<file path="src/rtl/cache_mem_arbiter.sv">
// Round-robin, grant-locked arbiter sharing one memory port between I-cache and D-cache misses.
// Optional perf counters enabled by defining CACHE_MEM_ARBITER_PERF_EN.
module cache_mem_arbiter #(
   parameter int unsigned ADDR_W   = 32,
   parameter int unsigned LINE_W   = 128,
   parameter int unsigned MAX_WAIT = 255
) (
   input  logic              clk_i,
   input  logic              rst_i,
   input  logic              ic_req_valid_i,
   input  logic [ADDR_W-1:0] ic_req_addr_i,
   output logic [LINE_W-1:0] ic_rdata_o,
   output logic              ic_ready_o,
   input  logic              dc_req_valid_i,
   input  logic [ADDR_W-1:0] dc_req_addr_i,
   input  logic [LINE_W-1:0] dc_req_data_i,
   input  logic              dc_req_rw_i,
   output logic [LINE_W-1:0] dc_rdata_o,
   output logic              dc_ready_o,
   output logic              mem_valid_o,
   output logic [ADDR_W-1:0] mem_addr_o,
   output logic [LINE_W-1:0] mem_wdata_o,
   output logic              mem_rw_o,
   input  logic [LINE_W-1:0] mem_rdata_i,
   input  logic              mem_ready_i,
   output logic [1:0]        owner_o,
   output logic              err_o,
   output logic [31:0]       ic_grant_cnt_o,
   output logic [31:0]       dc_grant_cnt_o,
   output logic [31:0]       conflict_cnt_o
);

   localparam int unsigned CNT_W = $clog2(MAX_WAIT + 1);

   // Encoding doubles as the owner_o value.
   typedef enum logic [1:0] {
      StIdle = 2'b00,
      StGntI = 2'b01,
      StGntD = 2'b10
   } state_t;

   state_t            r_state;
   state_t            w_state_nxt;
   logic              r_last_d;
   logic              w_last_d_nxt;
   logic [CNT_W-1:0]  r_wait_cnt;
   logic              r_err;
   logic              w_err_set;
   logic              w_grant_i;
   logic              w_grant_d;
   logic              w_conflict;
   logic              w_own_valid;
   logic              w_timeout;

   assign w_own_valid = (r_state == StGntI) ? ic_req_valid_i :
                        (r_state == StGntD) ? dc_req_valid_i : 1'b0;
   assign w_timeout   = (r_wait_cnt == CNT_W'(MAX_WAIT - 1));

   always_comb begin
      w_state_nxt  = r_state;
      w_last_d_nxt = r_last_d;
      w_err_set    = 1'b0;
      w_grant_i    = 1'b0;
      w_grant_d    = 1'b0;
      w_conflict   = 1'b0;
      unique case (r_state)
         StIdle: begin
            if (ic_req_valid_i && dc_req_valid_i) begin
               w_conflict = 1'b1;
               w_grant_i  = r_last_d;
               w_grant_d  = !r_last_d;
            end else begin
               w_grant_i = ic_req_valid_i;
               w_grant_d = dc_req_valid_i;
            end
            if (w_grant_i) begin
               w_state_nxt  = StGntI;
               w_last_d_nxt = 1'b0;
            end else if (w_grant_d) begin
               w_state_nxt  = StGntD;
               w_last_d_nxt = 1'b1;
            end
            // A response with no owner is a protocol violation.
            w_err_set = mem_ready_i;
         end
         StGntI, StGntD: begin
            if (mem_ready_i) begin
               w_state_nxt = StIdle;
            end else if (!w_own_valid || w_timeout) begin
               w_state_nxt = StIdle;
               w_err_set   = 1'b1;
            end
         end
         default: w_state_nxt = StIdle;
      endcase
   end

   always_ff @(posedge clk_i) begin
      if (rst_i) begin
         r_state    <= StIdle;
         r_last_d   <= 1'b0;
         r_wait_cnt <= '0;
         r_err      <= 1'b0;
      end else begin
         r_state  <= w_state_nxt;
         r_last_d <= w_last_d_nxt;
         r_err    <= r_err | w_err_set;
         if (r_state == StIdle || w_state_nxt == StIdle) begin
            r_wait_cnt <= '0;
         end else begin
            r_wait_cnt <= r_wait_cnt + 1'b1;
         end
      end
   end

   always_comb begin
      mem_valid_o = 1'b0;
      mem_addr_o  = '0;
      mem_wdata_o = '0;
      mem_rw_o    = 1'b0;
      ic_rdata_o  = '0;
      dc_rdata_o  = '0;
      ic_ready_o  = 1'b0;
      dc_ready_o  = 1'b0;
      unique case (r_state)
         StGntI: begin
            mem_valid_o = ic_req_valid_i;
            mem_addr_o  = ic_req_addr_i;
            ic_rdata_o  = mem_rdata_i;
            ic_ready_o  = mem_ready_i && !rst_i;
         end
         StGntD: begin
            mem_valid_o = dc_req_valid_i;
            mem_addr_o  = dc_req_addr_i;
            mem_wdata_o = dc_req_data_i;
            mem_rw_o    = dc_req_rw_i;
            dc_rdata_o  = mem_rdata_i;
            dc_ready_o  = mem_ready_i && !rst_i;
         end
         default: ;
      endcase
   end

   assign owner_o = r_state;
   assign err_o   = r_err;

`ifdef CACHE_MEM_ARBITER_PERF_EN
   logic [31:0] r_ic_grant_cnt;
   logic [31:0] r_dc_grant_cnt;
   logic [31:0] r_conflict_cnt;

   always_ff @(posedge clk_i) begin
      if (rst_i) begin
         r_ic_grant_cnt <= '0;
         r_dc_grant_cnt <= '0;
         r_conflict_cnt <= '0;
      end else begin
         if (w_grant_i) r_ic_grant_cnt <= r_ic_grant_cnt + 32'd1;
         if (w_grant_d) r_dc_grant_cnt <= r_dc_grant_cnt + 32'd1;
         if (w_conflict) r_conflict_cnt <= r_conflict_cnt + 32'd1;
      end
   end

   assign ic_grant_cnt_o = r_ic_grant_cnt;
   assign dc_grant_cnt_o = r_dc_grant_cnt;
   assign conflict_cnt_o = r_conflict_cnt;
`else
   assign ic_grant_cnt_o = 32'd0;
   assign dc_grant_cnt_o = 32'd0;
   assign conflict_cnt_o = 32'd0;
`endif

endmodule

</file>
<file path="config.mk">
export PLATFORM = sky130hd
export DESIGN_NAME = cache_mem_arbiter
export DESIGN_NICKNAME = d
export VERILOG_FILES = /design/src/rtl/cache_mem_arbiter.sv
export SDC_FILE = /design/constraint.sdc
export NUM_CORES = 1
export LEC_CHECK = 0
export ABC_AREA = 1
export BUFFER_PORTS_ARGS = -buffer_cell sky130_fd_sc_hd__buf_2
export CAP_MARGIN = 10
export CORE_AREA = 4 4 324 326
export DETAILED_ROUTE_END_ITERATION = 7
export DIE_AREA = 0 0 328 330
export PLACE_DENSITY = 0.34
export SLEW_MARGIN = 5
export SYNTH_ARGS = -nofsm -noshare
export SYNTH_HDL_FRONTEND = slang
export SYNTH_SLANG_ARGS = --single-unit
</file>
<file path="constraint.sdc">
create_clock -name clk_i -period 1.6 [get_ports clk_i]
set_input_delay 0.16 -clock clk_i [delete_from_list [all_inputs] [get_ports clk_i]]
set_output_delay 0.16 -clock clk_i [all_outputs]
set_load 0.02 [all_outputs]
</file>
# Yosys cells after proc, flatten, opt, wreduce, memory -nomap -nowiden
# Index checks and enable logic that the tools add are counted.
dict set report totals {
  reg_bits 12
  word_cells 46
  mem_bits_ro 0
  latchBits 0
  ram_bits 0
  inputBits 326
  mem_count 0
  output_inout_bits 519
}
dict set report classes {
  eq_ne 3
  mux 24
  bitwise 1
  div_mod_pow 0
  reduce_logical 13
  shift 0
  order_cmp 0
  n_addsub 1
  n_mul 0
}
# cell count
set op_table {}
lappend op_table {{$mux W128} 3}
lappend op_table {{$pmux W32 S2} 1}
lappend op_table {{$mux W1} 13}
lappend op_table {{$add A8 B1 Y8 const B} 1}
lappend op_table {{$eq A8 B8 Y1 const B} 1}
lappend op_table {{$mux W2} 4}
lappend op_table {{$logic_not A2 Y1} 2}
lappend op_table {{$pmux W1 S2} 2}
lappend op_table {{$pmux W2 S2} 1}
lappend op_table {{$reduce_or A2 Y1} 2}
lappend op_table {{$logic_not A1 Y1} 3}
lappend op_table {{$eq A2 B1 Y1 const B} 1}
lappend op_table {{$eq A2 B2 Y1 const B} 1}
lappend op_table {{$logic_and A1 B1 Y1} 2}
lappend op_table {{$logic_or A1 B1 Y1} 2}
lappend op_table {{$reduce_and A2 Y1} 1}
lappend op_table {{$reduce_bool A2 Y1} 1}
lappend op_table {{$or A1 B1 Y1} 1}

# Longest topological paths before layout
# Gate-level depths: netlist (run 1).
dict set report logic_depth {
  ltp_word 11
  mapped_depth 12
  ltp_nobuf 11
}

# Worst setup path before layout (run 1)
# OpenSTA, ideal clock, no wires.
dict set report synth_path {
  kind {reg-to-output}
  start {reg r_state[0] (netlist: owner_o[0])}
  end {out mem_addr_o[0]}
  t_required_ns 1.440
  path_slack_ns -0.107
  path_stages_with_launch 6
  n_path_buf 1
  t_arrival_ns 1.547
  path_cell_list {dfxtp_1 inv_1 ha_1 inv_1 buf_1 a21oi_1}
}
dict set report synth_between {
  elab_chain_cells 2
  word_cells_on_any_way 3
  cone_classes {2 x eq/ne; 1 x mux}
}
# element line
set synth_lines {}
lappend synth_lines {{from (decl)} 42} ;# state_t r_state;
lappend synth_lines {{from (signal assigned)} 100} ;# r_state <= StIdle;
lappend synth_lines {{from (signal assigned)} 105} ;# r_state <= w_state_nxt;
lappend synth_lines {{$eq A2 B2 Y1 or $eq A2 B1 Y1 (tied branches)} 125} ;# unique case (r_state)
lappend synth_lines {{$pmux W32 S2 (*)} 125}
lappend synth_lines {{to (decl)} 21} ;# output logic [ADDR_W-1:0] mem_addr_o,
# Mark *: on every way between the ends. The rest lies on a longest branch, timed or not.

# Final worst setup path (run 1)
dict set report layout_path {
  start {reg r_state[1] (netlist: owner_o[1])}
  end {out mem_wdata_o[52]}
}
dict set report layout_between {
  elab_chain_cells 2
}
# element line
set layout_lines {}
lappend layout_lines {{$eq A2 B2 Y1} 125}
lappend layout_lines {{$mux W128} 125}
lappend layout_lines {{to (decl)} 22} ;# output logic [LINE_W-1:0] mem_wdata_o,
# No other way between the ends.

==> flow_summary.ini, run 1 <==
[layout]
drive_gt1_share_pct = 68.79
final_core_util_pct = 14.86
syn_to_final_growth_pct = 203.5
n_fill_cell = 11850
nets = 2249

[die]
core_um2 = 101700
die_w_um = 328
die_area_um2 = 108200
num_io_pins = 845
fp-row-count = 117
start_util_pct = 4.896
fp.dieH_um = 330

[pwr]
intPower_mw = 2.801
comb_power_share_pct = 85.4
swShare_pct = 51.03
vdd_ir_drop_max_mv = 0.2285
p_leak_nw = 10.20
powerDensity_nw_per_um2 = 378.3
switching_power_mw = 2.919
power_frac_seq_pct = 5.6
p_clk_share_pct = 9.0

[global_routing]
antenna_found_initial = 109
grt_usage_pct = 11.09
grt_pass1_vias = 8627
overflow = 0
grt_pass1_wl_mm = 80.43
grt_max_degree = 24

[sta]
finClkSkew_ns = 0.001310
hold_viol_final = 0
rsz0062_at_grt = true
drv_slew = 0
fmax_ghz = 0.5447
post-route-min-period_ns = 1.836
setup_violations = 425
hold_ws_ns = 0.2202
setup_slack_ns = -0.2360
setup-tns-final_ns = -54.40
period_share_pct = 114.8

[synthesis]
synth.distinct_cells = 27
syn-mean-instance-area_um2 = 4.512
synth.most_common_cell = nand2_1
yosys_warnings = 0
synthCells = 1104
synthArstFlopShare_pct = 0
yosys-top-cells-count = nand2_1 (464), inv_1 (394), buf_4 (96)
seq_area_frac_synth_pct = 4.823
synth-seq-cells = 12
synth.area.top_cells = nand2_1 (35%), inv_1 (30%), buf_4 (14%)
syn_area_um2 = 4981
synth_edf_count = 0
yosysTopAreaCellShare_pct = 34.97
yosysTopAreaCell = nand2_1
synth_flop_cell = dfxtp_1

[setup_path]
max_stage_delay_ns = 0.33
start_kind = flip-flop
worstPathCellList = buf_6 -> ha_4 -> buf_12 -> buf_16 -> buf_12 -> clkbuf_16 -> nand2_2 -> inv_2 -> buf_6
critical_path_class = reg -> out
setup.worst_path.end = mem_wdata_o[52]
critPathTopFamily = buffers and inverters
r2r-start = owner_o[0]
worst_path_max_delay_cell = dfxtp_2
cp_num_cells = 9
crit_arrival_ns = 1.68
worstSetupEndpointType = primary output
reg2reg_depth = 12
reg2reg_to = r_wait_cnt[5]
path_buf_inv = 7
worstPathRequired_ns = 1.44
critPathLaunch = owner_o[1]
rrSetupSlack_ns = -0.02
crit_path_max_fanout = 6

[clock_network]
cts_buffer_depth = 2
cts_tree = yes
cts_root_buf = clkbuf_16
cts_buffers = 3
cts-htree-levels = 1
clkSlewWorstSetupHoldPaths_ns = 0.04
worstSkewPairLatency_ns = 0.24
clock-sinks = 12

[route]
routed_via_density = 2.820
ant_nets = 0
wire_per_inst_um = 20.12
drc_errors = 0
drt_iter0_drc = 286
wl_mm = 66.50
num_vias = 9323
dr.pass1.iters = 5

[worst_hold_path]
hold_class = in -> reg

[placement]
port_buffers = 748
place_hpwl_mm = 57.27
place_congestion = 0.8139
pre_cts_ws_ns = -0.04810

[flow_run]
max_cap_violations = 0

[status]
status = complete, but fails checks
violations = setup timing
==> layout make-up <==
class                      instances  area (um2)  area share (%)
clock buffer                       4       88.84          0.5876
inverter                         395        1493           9.873
timing repair buffer             862        7440           49.21
multi-input combinational        643        4089           27.04
antenna                           22       55.05          0.3641
sequential                        12       242.7           1.605
tap                             1368        1712           11.32
==> timing repair <==
action | CTS | global route
pin swaps | 12 | 19
hold buffers | 0 | 0
setup buffers | 23 | 8
gates resized for setup | 494 | 681
cloned | 16 | 15
endpoints found under the setup margin | 411 | 431
hold endpoints to repair | 0 | 0
==> worst reg2reg max path, cell delays in order (launching register included) <==
cell and delay (ns):
dfxtp_2 0.32, buf_6 0.12, ha_4 0.21, buf_6 0.13, buf_6 0.11, nand2_1 0.09
nand2_2 0.08, nand3_1 0.08, nand2_1 0.06, nand2_2 0.07, nand2_2 0.06, nand2_4 0.14
nor2_2 0.05
==> flip-flops by register name, summed over array words and instances (netlist names) <==
signal,flops
owner_o,2
r_wait_cnt,8
r_last_d,1
err_o,1
==> layer usage <==
layer / share of wire [%] / vias up / track usage (%)
li1: - / 4406 / -
met1: 41 / 4157 / 14.15
met4: 1.4 / 42 / 0.7779
met2: 46 / 593 / 18.16
met3: 11 / 125 / 4.699
met5: 0.42 / - / 0
==> power by group through the flow <==
stage / registers [mW] / clock network, mW / logic (mW)
final: 0.320 / 0.516 / 4.88
after global placement: 0.323 / 0 / 3.30
after CTS: 0.320 / 0.530 / 4.20
after detailed placement: 0.324 / 0 / 3.30
after floorplan: 0.334 / 0 / 1.79
after global routing: 0.322 / 0.539 / 5.20
==> worst min-delay path by stage <==
stage	from	to	slack [ns]	cells after the start
after global routing	rst_i	owner_o[1]	0.24	2
after floorplan	rst_i	err_o	0.23	1
after CTS	rst_i	owner_o[1]	0.20	2
after global placement	rst_i	owner_o[1]	0.47	2
final	rst_i	owner_o[1]	0.22	2
after detailed placement	rst_i	owner_o[1]	0.46	2
==> logic make-up (layout without fill, tap and decap cells) <==
kind of cell / Yosys count / after routing / synth area share, %
buffers and inverters: 544 / 1261 / 49.41
AND/OR/NAND/NOR: 498 / 498 / 39.14
AO/OA/AOI/OAI: 37 / 37 / 3.994
flip-flops: 12 / 12 / 4.823
adder cells (fa/ha/maj): 6 / 6 / 1.507
XOR/XNOR: 6 / 6 / 1.055
other: 1 / 118 / 0.07529
==> cell usage in the layout, fill, tap and decap left out, types with 2 or more instances in the layout <==
cell type and n:
buf_16 20, nand2_8 2, dfxtp_2 2, inv_2 187, nor2_1 6, nand2_4 144, nand3_1 5, a21oi_2 27
a21oi_4 6, ha_4 2, clkbuf_16 17, buf_6 260, nand2_2 66, buf_12 34, inv_4 4, nand2_1 260
xor2_1 5, conb_1 96, buf_4 69, buf_8 8, inv_1 204, ha_1 4, diode_2 22, a21oi_1 3
clkbuf_4 2, buf_2 455, dfxtp_1 10, nor2_2 8
==> metrics by stage <==
stage	instances	instance area [um2]	total power [mW]
2_1_floorplan	1199	5410	2.127
4_1_cts	3266	12910	5.056
3_5_place_dp	3224	10700	3.621
6_report	3306	15120	5.719
5_1_grt	3287	15070	6.059
3_3_place_gp	3224	10700	3.621
Power figures use the tool's default switching activity.
==> run 2, diff against run 1 <==
- REMOVE_ABC_BUFFERS: unset -> 1
- SKIP_CTS_REPAIR_TIMING: unset -> 1
==> run 2 against run 1 <==
  * The run still ends with setup timing left
  * Die area did not move
  * Wire length down 7.1%
  * Combinational power is 25% lower
  * Clock-buffer cell count unchanged
  * Global-route usage is 1.3 points lower
  * Clock power barely moved
  * Utilization decreased by 3.3 points
  * Non-clock buffer count shrank 31
  * Largest cell class unchanged
==> flow_summary.ini, run 2 (synthesis gave the netlist of run 1 again) <==
[clock_network]
cts_buffers = 3
cts_tree = yes
cts_root_buf = clkbuf_16
cts-htree-levels = 1
clkSlewWorstSetupHoldPaths_ns = 0.05
worstSkewPairLatency_ns = 0.24
clock-sinks = 12
cts_buffer_depth = 2

[layout]
largest-register = r_wait_cnt
final_core_util_pct = 11.58
drive_gt1_share_pct = 49.28
syn_to_final_growth_pct = 136.5
n_fill_cell = 12240
nets = 2218
final_common_cell = buf_2
layout_common_cells = buf_2 (657), nand2_1 (445), inv_1 (361)
largest_reg_flops = 8

[setup_path]
worstSetupEndpointType = primary output
reg2reg_to = r_wait_cnt[0]
path_buf_inv = 4
reg2reg_depth = 11
worst_path_max_delay_cell = dfxtp_2
start_kind = flip-flop
critical_path_class = reg -> out
rrSetupSlack_ns = 0
worstPathCellList = inv_2 -> ha_4 -> buf_12 -> clkbuf_16 -> nand2_1 -> a21oi_2 -> buf_6
max_stage_delay_ns = 0.33
critPathTopFamily = buffers and inverters
r2r-start = owner_o[1]
crit_path_max_fanout = 8
worstPathRequired_ns = 1.44
crit_arrival_ns = 1.67

[die]
core_um2 = 101700
fp.dieH_um = 330
start_util_pct = 4.896
num_io_pins = 845
die_area_um2 = 108200
fp-row-count = 117
die_w_um = 328

[route]
num_vias = 9045
routed-wl-met2_mm = 27.43
wire_per_inst_um = 18.94
drc_errors = 0
drt_iter0_drc = 360
top_layer_used = met5
routed_via_density = 2.774
wl_mm = 61.76
dr.pass1.iters = 5
drt-met1-wl_mm = 27.99
wl_met3_mm = 5.496
ant_nets = 0

[pwr]
vdd_ir_drop_max_mv = 0.2772
fin_total_pwr_mw = 4.523
powerDensity_nw_per_um2 = 383.9
p_leak_nw = 8.990

[sta]
rsz0062_at_grt = true
drv_slew = 0
setup-tns-final_ns = -58.17
post-route-min-period_ns = 1.827
setup_slack_ns = -0.2271
hold_viol_final = 0
finClkSkew_ns = 0.001233
fmax_ghz = 0.5473
setup_violations = 408
period_share_pct = 114.2
hold_ws_ns = 0.2333

[global_routing]
antenna_found_initial = 88
overflow = 0
grt_usage_pct = 9.810
grt_pass1_vias = 8125
grt_max_degree = 51
grt_pass1_wl_mm = 72.88

[placement]
pre_cts_ws_ns = -0.05932
port_buffers = 748
place_congestion = 0.8831
place_hpwl_mm = 54.73

[worst_hold_path]
hold_class = in -> reg
whs_path_depth = 2
whs_endpoint = owner_o[0]
hp-start = rst_i

[status]
violations = setup timing
status = complete, but fails checks

[flow_run]
max_cap_violations = 0
## run 2: cell count changes in the layout (fill, tap and decap cells not counted), moves of 17 or more
cell / previous run / this run
nand2_1: 260 / 445
nand2_2: 66 / 12
buf_12: 34 / 16
inv_2: 187 / 34
buf_6: 260 / 67
nand2_4: 144 / 14
inv_1: 204 / 361
buf_2: 455 / 657
a21oi_1: 3 / 20
## run 2: worst max path at each step
stage                     from        endpoint  depth (start not counted)
global route        owner_o[1]  dc_rdata_o[10]                          7
CTS                 owner_o[1]   mem_addr_o[2]                          7
global placement    owner_o[1]   mem_addr_o[2]                          7
finish              owner_o[1]   mem_addr_o[0]                          7
floorplan           owner_o[0]      dc_ready_o                          3
detailed placement  owner_o[1]   mem_addr_o[2]                          7
## run 2: worst reg2reg max path, delay by kind of cell (launching register included)
| kind | cells | cell delay, ns |
|---|---|---|
| buffers and inverters | 2 | 0.30 |
| AND/OR/NAND/NOR | 8 | 0.68 |
| adder cells (fa/ha/maj) | 1 | 0.20 |
| flip-flops | 1 | 0.35 |
## run 2: report_power, final
part / internal (mW) / switching, mW / total [mW]
combinational: 1.39 / 2.29 / 3.68
sequential: 0.312 / 0.00791 / 0.320
clock: 0.378 / 0.140 / 0.518
## run 2: layout make-up
cell class	count	area, um2	area share, %
Antenna cell	8	20.02	0.1699
Clock buffer	4	88.84	0.7540
Inverter	395	1483	12.58
Multi-Input combinational cell	643	2874	24.39
Sequential cell	12	242.7	2.060
Tap cell	1368	1712	14.53
Timing Repair Buffer	831	5361	45.51
## run 2: metrics by stage
step,cell area (um2),instances
after global routing,11760,3254
final,11780,3261
after floorplan,4359,1050
after CTS,10550,3223
after global placement,10470,3219
after detailed placement,10470,3219
## run 2: per-layer routing
layer	vias up	track usage [%]
met2	598	15.78
met3	100	2.467
li1	4316	-
met4	24	0.4226
met1	4007	13.86
met5	-	0
==> run 3, diff against run 2 <==
- GPL_ROUTABILITY_DRIVEN: unset -> 0
- RECOVER_POWER: unset -> 25
- clock period: 1.6 -> 1.8 ns (I/O delays scaled with it)
==> run 3 against run 2 <==
  * The flow still finishes with violations (setup timing)
  * Via count is 1.3% lower
  * Non-clock buffer count is 20 lower
  * Clock power is 10% lower
  * Register-to-register slack better by 0.20 ns
  * Global-route usage hardly changed
  * Critical path depth stayed put
  * Utilization is 0.17 points lower
  * Wire length is 0.42% lower
  * First-iteration DRC count is 1.4% higher
  * Critical path type unchanged
==> flow_summary.ini, run 3 (synthesis gave the netlist of run 1 again) <==
[setup_path]
r2r-start = owner_o[0]
reg2reg_depth = 12
start_kind = flip-flop
rrSetupSlack_ns = 0.20
crit_path_max_fanout = 17
crit_arrival_ns = 1.69
worstPathCellList = buf_6 -> ha_4 -> buf_16 -> clkbuf_16 -> nand2_1 -> inv_1 -> buf_2
worst_path_max_delay_cell = dfxtp_2
critical_path_class = reg -> out
worstPathRequired_ns = 1.62
max_stage_delay_ns = 0.34
worstSetupEndpointType = primary output
reg2reg_to = r_wait_cnt[0]

[route]
dr.pass1.iters = 4
drt_iter0_drc = 365
routed_via_density = 2.751
wire_per_inst_um = 18.95
ant_nets = 0
drc_errors = 0
wl_mm = 61.50
num_vias = 8931

[die]
die_w_um = 328
core_um2 = 101700
start_util_pct = 4.896
die_area_um2 = 108200
fp-row-count = 117
num_io_pins = 845
fp.dieH_um = 330

[sta]
drv_slew = 0
fmax_ghz = 0.5350
setup-tns-final_ns = -4.418
setup_slack_ns = -0.06925
finClkSkew_ns = 0.002411
setup_violations = 192
hold_ws_ns = 0.2286
post-route-min-period_ns = 1.869
period_share_pct = 103.8
hold_viol_final = 0
rsz0062_at_grt = true

[clock_network]
worstSkewPairLatency_ns = 0.25
cts_root_buf = clkbuf_16
cts_buffer_depth = 2
cts-htree-levels = 1
cts_tree = yes
clkSlewWorstSetupHoldPaths_ns = 0.05
clock-sinks = 12
cts_buffers = 3

[placement]
dpl.cell_count = 3202
placedInstanceArea_um2 = 10290
place_hpwl_mm = 54.08
port_buffers = 748

[layout]
largest-register = r_wait_cnt
final_common_cell = buf_2
fin_cells = 3246
largest_reg_flops = 8
layout_common_cells = buf_2 (648), nand2_1 (439), inv_1 (357)
nets = 2198
fin_area_um2 = 11610
drive_gt1_share_pct = 48.63
syn_to_final_growth_pct = 133.0

[status]
status = complete, but fails checks
violations = setup timing

[global_routing]
grt_max_degree = 52
overflow = 0
grt_pass1_vias = 8036
antenna_found_initial = 101
grt_usage_pct = 9.770
grt_pass1_wl_mm = 71.96

[worst_hold_path]
whs_path_depth = 2
hold_class = in -> reg
hp-start = rst_i
whs_endpoint = owner_o[1]

[pwr]
p_leak_nw = 8.900
vdd_ir_drop_max_mv = 0.2690
powerDensity_nw_per_um2 = 339.4
fin_total_pwr_mw = 3.939

[flow_run]
max_cap_violations = 0
run 3: cell types whose count changed in the layout (fill, tap and decap cells not counted), moves of 4 or more:
cell     before  now
a21oi_1      20   30
nand2_1     445  439
inv_2        34   38
buf_12       16    9
a21oi_2      14    5
buf_2       657  648
buf_6        67   59
inv_1       361  357
diode_2       8   13
nand2_4      14   18
run 3: where the power goes:
group | total (mW) | switching [mW] | leakage (nW) | internal (mW)
clock | 0.466 | 0.129 | 0.0442 | 0.337
combinational | 3.19 | 2.00 | 8.76 | 1.19
sequential | 0.285 | 0.00749 | 0.0983 | 0.278
total | 3.94 | 2.14 | 8.90 | 1.80
run 3: routing by layer:
metal / GRT usage (%) / part of all wire (%) / vias to the layer above
li1: - / - / 4277
met1: 13.75 / 44 / 3916
met2: 15.78 / 45 / 628
met3: 2.563 / 9.7 / 90
met4: 0.2689 / 0.80 / 20
met5: 0 / 0.23 / -
run 3: worst max-delay path by stage:
stage	startpoint	endpoint	slack, ns	cells after the start
after floorplan	owner_o[0]	dc_ready_o	-4.46	3
after CTS	owner_o[1]	mem_wdata_o[127]	-0.18	7
final	owner_o[1]	mem_wdata_o[101]	-0.07	7
after detailed placement	owner_o[1]	mem_wdata_o[127]	0.09	7
after global placement	owner_o[0]	mem_valid_o	0.07	7
after global routing	owner_o[1]	mem_addr_o[23]	-0.13	7
run 3: layout make-up:
class / count / area, um2
Inverter: 395 / 1483
Multi-Input combinational cell: 643 / 2838
Clock buffer: 4 / 88.84
Fill cell: 12240 / 90140
Antenna cell: 13 / 32.53
Sequential cell: 12 / 242.7
Timing Repair Buffer: 811 / 5210
Tap cell: 1368 / 1712
run 3: stage by stage:
step / worst slack [ns] / utilization [%]
after global routing: -0.1281 / 11.38
after floorplan: -4.461 / -
after CTS: -0.1833 / 10.20
after global placement: 0.07130 / 10.11
after detailed placement: 0.08689 / 10.11
final: -0.06925 / 11.41
run 3: worst max-delay path: cells and delay by family (launching register included):
kind | cells | cell delay (ns)
buffers and inverters | 5 | 0.77
DFF | 1 | 0.34
adders and majority gates | 1 | 0.20
and+or+nand+nor | 1 | 0.06
